==> config.mk <==
export PLATFORM = sky130hd
export DESIGN_NAME = fifo_uart_tx
export DESIGN_NICKNAME = d
export VERILOG_FILES = /design/src/rtl/fifo_uart_pkg.sv /design/src/rtl/uart_baud_gen.sv /design/src/rtl/fifo_uart_tx.sv
export SDC_FILE = /design/constraint.sdc
export NUM_CORES = 1
export LEC_CHECK = 0
export CORE_ASPECT_RATIO = 1.25
export CORE_UTILIZATION = 45
export CTS_BUF_LIST = sky130_fd_sc_hd__clkbuf_16
export DETAILED_ROUTE_END_ITERATION = 7
export GPL_ROUTABILITY_DRIVEN = 0
export HOLD_SLACK_MARGIN = 0.05
export PLACE_DENSITY_LB_ADDON = 0.12
export SLEW_MARGIN = 5
export SYNTH_ARGS = -nofsm -noshare
export SYNTH_HDL_FRONTEND = slang
export SYNTH_SLANG_ARGS = --single-unit
export TNS_END_PERCENT = 30
==> constraint.sdc <==
create_clock -name clock -period 2.45 [get_ports clock]
set_input_delay 0.49 -clock clock [delete_from_list [all_inputs] [get_ports clock]]
set_output_delay 0.49 -clock clock [all_outputs]
set_load 0.05 [all_outputs]
==> src/rtl/fifo_uart_pkg.sv <==
// Shared definitions for the FIFO-fed word UART transmitter.
// FIFO_UART_TX_PARITY_EN adds the PARITY state and the even-parity helper is used.
package fifo_uart_pkg;

    localparam int BYTES_PER_WORD = 4;
    localparam int BITS_PER_BYTE  = 8;

    localparam logic [1:0] LAST_BYTE = 2'(BYTES_PER_WORD - 1);
    localparam logic [2:0] LAST_BIT  = 3'(BITS_PER_BYTE - 1);

    typedef enum logic [2:0] {
        IDLE   = 3'd0,
        START  = 3'd1,
        DATA   = 3'd2,
`ifdef FIFO_UART_TX_PARITY_EN
        PARITY = 3'd3,
`endif
        STOP   = 3'd4
    } tx_state_t;

    function automatic logic even_parity(input logic [7:0] data);
        return ^data;
    endfunction

endpackage

==> src/rtl/uart_baud_gen.sv <==
// Bit-period timer: counts 0..div and flags the last cycle of each bit period.
// The divisor is captured on load so later changes on div are ignored mid-word.
module uart_baud_gen #(
    parameter int DIV_W = 16
) (
    input  logic             clock,
    input  logic             sclr,
    input  logic             load,
    input  logic             enable,
    input  logic [DIV_W-1:0] div,
    output logic             tick
);

    logic [DIV_W-1:0] count;
    logic [DIV_W-1:0] div_reg;

    always_ff @(posedge clock) begin
        if (!sclr) begin
            count   <= '0;
            div_reg <= '0;
        end else if (load) begin
            count   <= '0;
            div_reg <= div;
        end else if (enable) begin
            count <= tick ? '0 : count + 1'b1;
        end
    end

    assign tick = (count == div_reg);

endmodule

==> src/rtl/fifo_uart_tx.sv <==
// Pops 32-bit words from a show-ahead FIFO and sends them as four UART bytes, LSB byte first.
// Define FIFO_UART_TX_PARITY_EN to append an even-parity bit to every byte.
module fifo_uart_tx
    import fifo_uart_pkg::*;
#(
    parameter int DIV_W = 16
) (
    input  logic             clock,
    input  logic             sclr,
    input  logic             fifo_empty,
    input  logic [31:0]      fifo_q,
    output logic             fifo_rdreq,
    input  logic [DIV_W-1:0] baud_div,
    output logic             txd,
    output logic             busy,
    output logic             word_done
);

    tx_state_t   state;
    tx_state_t   state_d;
    logic [1:0]  byte_idx;
    logic [1:0]  byte_d;
    logic [2:0]  bit_idx;
    logic [2:0]  bit_d;
    logic [31:0] word_reg;
    logic [31:0] word_d;
    logic        tick;
    logic        pop;
    logic        txd_d;

    // A pop happens from IDLE or on the very last cycle of a word, so words chain with no gap.
    assign pop = sclr && !fifo_empty &&
                 (state == IDLE || (state == STOP && byte_idx == LAST_BYTE && tick));

    uart_baud_gen #(.DIV_W(DIV_W)) u_baud (
        .clock  (clock),
        .sclr   (sclr),
        .load   (pop),
        .enable (state != IDLE),
        .div    (baud_div),
        .tick   (tick)
    );

    always_ff @(posedge clock) begin
        if (!sclr) begin
            state    <= IDLE;
            byte_idx <= '0;
            bit_idx  <= '0;
            word_reg <= '0;
            txd      <= 1'b1;
        end else begin
            state    <= state_d;
            byte_idx <= byte_d;
            bit_idx  <= bit_d;
            word_reg <= word_d;
            txd      <= txd_d;
        end
    end

    always_comb begin
        state_d = state;
        byte_d  = byte_idx;
        bit_d   = bit_idx;
        word_d  = pop ? fifo_q : word_reg;
        case (state)
            IDLE: begin
                if (pop) begin
                    state_d = START;
                    byte_d  = '0;
                    bit_d   = '0;
                end
            end
            START: begin
                if (tick) begin
                    state_d = DATA;
                    bit_d   = '0;
                end
            end
            DATA: begin
                if (tick) begin
                    if (bit_idx == LAST_BIT) begin
`ifdef FIFO_UART_TX_PARITY_EN
                        state_d = PARITY;
`else
                        state_d = STOP;
`endif
                    end else begin
                        bit_d = bit_idx + 3'd1;
                    end
                end
            end
`ifdef FIFO_UART_TX_PARITY_EN
            PARITY: begin
                if (tick) state_d = STOP;
            end
`endif
            STOP: begin
                if (tick) begin
                    if (byte_idx != LAST_BYTE) begin
                        byte_d  = byte_idx + 2'd1;
                        state_d = START;
                    end else if (pop) begin
                        byte_d  = '0;
                        state_d = START;
                    end else begin
                        state_d = IDLE;
                    end
                end
            end
            default: state_d = IDLE;
        endcase
    end

    // txd is registered from the upcoming bit so the line changes on the edge that enters each bit.
    always_comb begin
        fifo_rdreq = pop;
        busy       = (state != IDLE);
        word_done  = (state == STOP) && (byte_idx == LAST_BYTE) && tick;
        case (state_d)
            IDLE:   txd_d = 1'b1;
            START:  txd_d = 1'b0;
            DATA:   txd_d = word_d[{byte_d, bit_d}];
`ifdef FIFO_UART_TX_PARITY_EN
            PARITY: txd_d = even_parity(word_d[{byte_d, 3'b000} +: 8]);
`endif
            STOP:   txd_d = 1'b1;
            default: txd_d = 1'b1;
        endcase
    end

endmodule

==> metrics.txt, run 1 <==
# TYPE chip_impl_metric gauge
chip_impl_metric{name="synth_adder_area_share",unit=""} 0.0101
chip_impl_info{name="setup_crit_path_kind",value="register to register"} 1
chip_impl_metric{name="detail-route-antenna-nets",unit=""} 0
chip_impl_metric{name="grt_start_max_net_pins",unit=""} 59
chip_impl_metric{name="ctsLongestPathBuffers",unit=""} 2
chip_impl_metric{name="drt_drc_violations_left",unit=""} 0
chip_impl_metric{name="number_of_antenna_violations_at_the_first_check_in_global_routing",unit=""} 0
chip_impl_info{name="largest_family_of_logic_cells_by_synthesized_area",value="simple AND/OR/NAND/NOR gates"} 1
chip_impl_metric{name="wl_met3",unit="um"} 271
chip_impl_info{name="ys.flop_type",value="dfxtp_1"} 1
chip_impl_metric{name="first_global_vias",unit=""} 3449
chip_impl_metric{name="synthXorXnorAreaFrac",unit=""} 0.0701
chip_impl_metric{name="synthesis.area",unit="sq um"} 3730
chip_impl_metric{name="fin_crit_sh",unit=""} 1.14
chip_impl_metric{name="design.portCount",unit=""} 55
chip_impl_metric{name="power-per-cell-area",unit="nW/um^2"} 642
chip_impl_metric{name="worst_ep_required_time",unit="ps"} 2710
chip_impl_info{name="final_cell_mix",value="110 x nand2_1, 60 x dfxtp_1, 53 x buf_4, 51 x a21boi_0, 51 x clkdlybuf4s50_1"} 1
chip_impl_metric{name="post-synth-top-area-fraction",unit=""} 0.392
chip_impl_metric{name="dr_wl_met2",unit="um"} 5020
chip_impl_metric{name="power.leakage",unit="nW"} 2.08
chip_impl_metric{name="wl_per_cell",unit="um"} 14.4
chip_impl_metric{name="port_buffers",unit=""} 54
chip_impl_metric{name="finalWirelength",unit="um"} 9350
chip_impl_metric{name="report.final.setup_viol",unit=""} 3
chip_impl_metric{name="setup_total_negative_slack",unit="ps"} -724
chip_impl_metric{name="yosys_register_bits",unit=""} 73
chip_impl_metric{name="max-vdd-ir-drop",unit="uV"} 558
chip_impl_info{name="violations",value="setup timing"} 1
chip_impl_info{name="top_routing_layer_used",value="met4"} 1
chip_impl_metric{name="postLayoutCellArea",unit="sq um"} 5320
chip_impl_metric{name="final_net_count",unit=""} 603
chip_impl_metric{name="initial_utilization",unit=""} 0.471
chip_impl_metric{name="max_capacitance_violation_count",unit=""} 0
chip_impl_metric{name="tritoncts.num_buffers",unit=""} 9
chip_impl_metric{name="hpwlAfterDp",unit="um"} 6310
chip_impl_metric{name="diodes",unit=""} 0
chip_impl_info{name="timing.hold.worst.class",value="register to register"} 1
chip_impl_info{name="synthTopCellsByArea",value="dfxtp_1 39%, nand2_1 11%, a21boi_0 10%, xnor2_1 4.0%, mux2_2 3.0%"} 1
chip_impl_metric{name="drtIter0Drc",unit=""} 113
chip_impl_metric{name="drive_above_1_share",unit=""} 0.242
chip_impl_metric{name="synth.lib_cells_used.distinct",unit=""} 53
chip_impl_metric{name="post_synth_mux_area_share",unit=""} 0.0627
chip_impl_metric{name="cts_num_sinks",unit=""} 73
chip_impl_metric{name="timing.hold.ws",unit="ps"} 463
chip_impl_metric{name="hold_buffers",unit=""} 0
chip_impl_metric{name="fp.dieW",unit="um"} 83.5
chip_impl_metric{name="die_area",unit="sq um"} 8660
chip_impl_metric{name="ys_seq_area_frac",unit=""} 0.392
chip_impl_metric{name="rows",unit=""} 36
chip_impl_metric{name="fmax",unit="MHz"} 359
chip_impl_metric{name="core_box_area",unit="sq um"} 7930
chip_impl_info{name="unrepaired_setup_endpoints_after_global_routing",value="true"} 1
chip_impl_metric{name="synthToLayoutAreaGrowth",unit="%"} 42.5
chip_impl_metric{name="detailroute.via_count",unit=""} 3423
chip_impl_info{name="clock_tree.root_cell",value="clkbuf_16"} 1
chip_impl_metric{name="largest_register_ff_count",unit=""} 32
chip_impl_metric{name="die_y",unit="um"} 104
chip_impl_metric{name="avgViaCountPerCell",unit=""} 5.27
chip_impl_metric{name="cts.reportedPaths.clkPinSlew",unit="ps"} 60
chip_impl_metric{name="met1_length",unit="um"} 3840
chip_impl_metric{name="placement.cell_area",unit="sq um"} 4720
chip_impl_metric{name="global_route_wire_length_before_repair",unit="um"} 15600
chip_impl_metric{name="synth-simple-area-share",unit=""} 0.222
chip_impl_metric{name="overflow_after_grt",unit=""} 0
chip_impl_metric{name="synth_compound_area_frac",unit=""} 0.195
chip_impl_metric{name="final_period_minus_worst_setup_slack",unit="ps"} 2780
chip_impl_metric{name="synth_edf_count",unit=""} 0
chip_impl_metric{name="clock_skew",unit="ps"} 6.37
chip_impl_metric{name="finalCoreUtilization",unit=""} 0.671
chip_impl_metric{name="count_of_final_max_slew_check_failures",unit=""} 0
chip_impl_info{name="status",value="complete, but fails checks"} 1
chip_impl_metric{name="detailedRoute.firstPassIterationCount",unit=""} 4
chip_impl_metric{name="timing.max_slew.rel_slack",unit=""} 0.652
chip_impl_metric{name="max_slew.worst_pin.slew",unit="ps"} 522
chip_impl_info{name="commonest_non_fill_non_tap_cell_in_the_layout",value="nand2_1"} 1
chip_impl_metric{name="synth.avg_cell_area",unit="sq um"} 8.39
chip_impl_info{name="critPathLaunchType",value="register"} 1
chip_impl_metric{name="htree_levels",unit=""} 3
chip_impl_metric{name="yosys_warnings",unit=""} 0
chip_impl_metric{name="postSynthNetCount",unit=""} 499
chip_impl_info{name="end_kind",value="register"} 1
chip_impl_metric{name="clock_insertion_delay_worst_skew",unit="ps"} 340
chip_impl_metric{name="grt_usage",unit=""} 0.227
chip_impl_info{name="synth_area_leader_cell",value="dfxtp_1"} 1
chip_impl_metric{name="timing.critical_path.arrival",unit="ps"} 3040
chip_impl_info{name="tritoncts",value="built"} 1
chip_impl_metric{name="hold_viol_final",unit=""} 0
chip_impl_metric{name="asyncSetResetFlopFracSynth",unit=""} 0
chip_impl_metric{name="critPathMaxFanout",unit=""} 5
chip_impl_metric{name="finalWorstSetupSlack",unit="ps"} -333
chip_impl_metric{name="netlist_instances",unit=""} 445
==> layout make-up <==
class                           count  area [sq um]
Timing Repair Buffer              115          1110
Sequential cell                    73          1480
Tap cell                           95           119
Inverter                           10          42.5
Fill cell                         666          2610
Timing Repair inverter              2          11.3
Clock buffer                        9           225
Clock inverter                      7          86.3
Multi-Input combinational cell    338          2240
==> kinds of logic after synthesis <==
| group | after synthesis |
|---|---|
| and+or+nand+nor | 184 |
| buffers and inverters | 34 |
| xor gates and xnor gates | 29 |
| muxes | 22 |
| AOI/OAI and AO/OA | 100 |
| DFF | 73 |
| adders and majority gates | 3 |
==> synth_stat cells, drive strengths merged, types with 2 or more instances <==
cell and number:
a21boi 53, a21oi 13, a31oi 3, and2 7, and3 9, buf 12, clkbuf 12, dfxtp 73
ha 3, inv 10, mux2 11, mux2i 11, nand2 111, nand2b 3, nand3 4, nand4 9
nor2 25, nor2b 7, nor3 2, o21ai 8, o22ai 8, o311ai 2, or2 2, or3 2
xnor2 18, xor2 11
==> timing repair <==
action	CTS	global route
cloned	1	2
endpoints found under the hold margin	0	0
gates resized for setup	19	33
pin swaps	8	17
setup endpoints to repair	3	26
setup buffers	4	3
==> worst max-delay path: stages (launching register included) <==
cell and delay (ps):
dfxtp_2 330, xnor2_2 170, nand4_2 150, nor4_4 330, buf_6 170, buf_12 110, a31oi_4 120, buf_6 160
mux2i_2 160, mux2_2 280, o311ai_2 260, a31oi_2 60, a21bo_2 230, o32ai_2 180
==> through the flow <==
step           total power, W  setup slack (ps)  cells
3_5_place_dp          0.00196              -707    623
4_1_cts               0.00339              -379    644
5_1_grt               0.00357              -461    649
3_3_place_gp          0.00195              -664    623
6_report              0.00342              -333    649
2_1_floorplan         0.00167              -109    445
==> where the power goes <==
group | internal [W] | leakage (nW) | switching, W
registers | 0.00125 | 0.600 | 0.0000385
logic | 0.000389 | 1.32 | 0.000354
clock network | 0.000882 | 0.158 | 0.000504
total | 0.00252 | 2.08 | 0.000896
==> path summary, 6_finish.rpt <==
kind                              startpoint                      to  slack, ps  depth (start not counted)
min reg2reg           word_reg[0]$_SDFF_PN0_  word_reg[0]$_SDFF_PN0_        460                          2
max reg2reg  u_baud.div_reg[13]$_SDFFE_PN0P_          txd$_SDFF_PN1_       -330                         13
min                   word_reg[0]$_SDFF_PN0_  word_reg[0]$_SDFF_PN0_        460                          2
max          u_baud.div_reg[13]$_SDFFE_PN0P_          txd$_SDFF_PN1_       -330                         13
==> routing by layer <==
metal	up-vias	global-route usage
li1	1731	-
met4	0	0.108
met3	18	0.0462
met1	1615	0.247
met5	-	0
met2	59	0.416
Note: power is estimated with default switching activity, not from simulation.
==> run 2, diff against run 1 <==
Settings changed: CAP_MARGIN set to 10.
==> results of run 2 <==
Same layout as run 1: the final DEF is identical, and so are final timing and power.
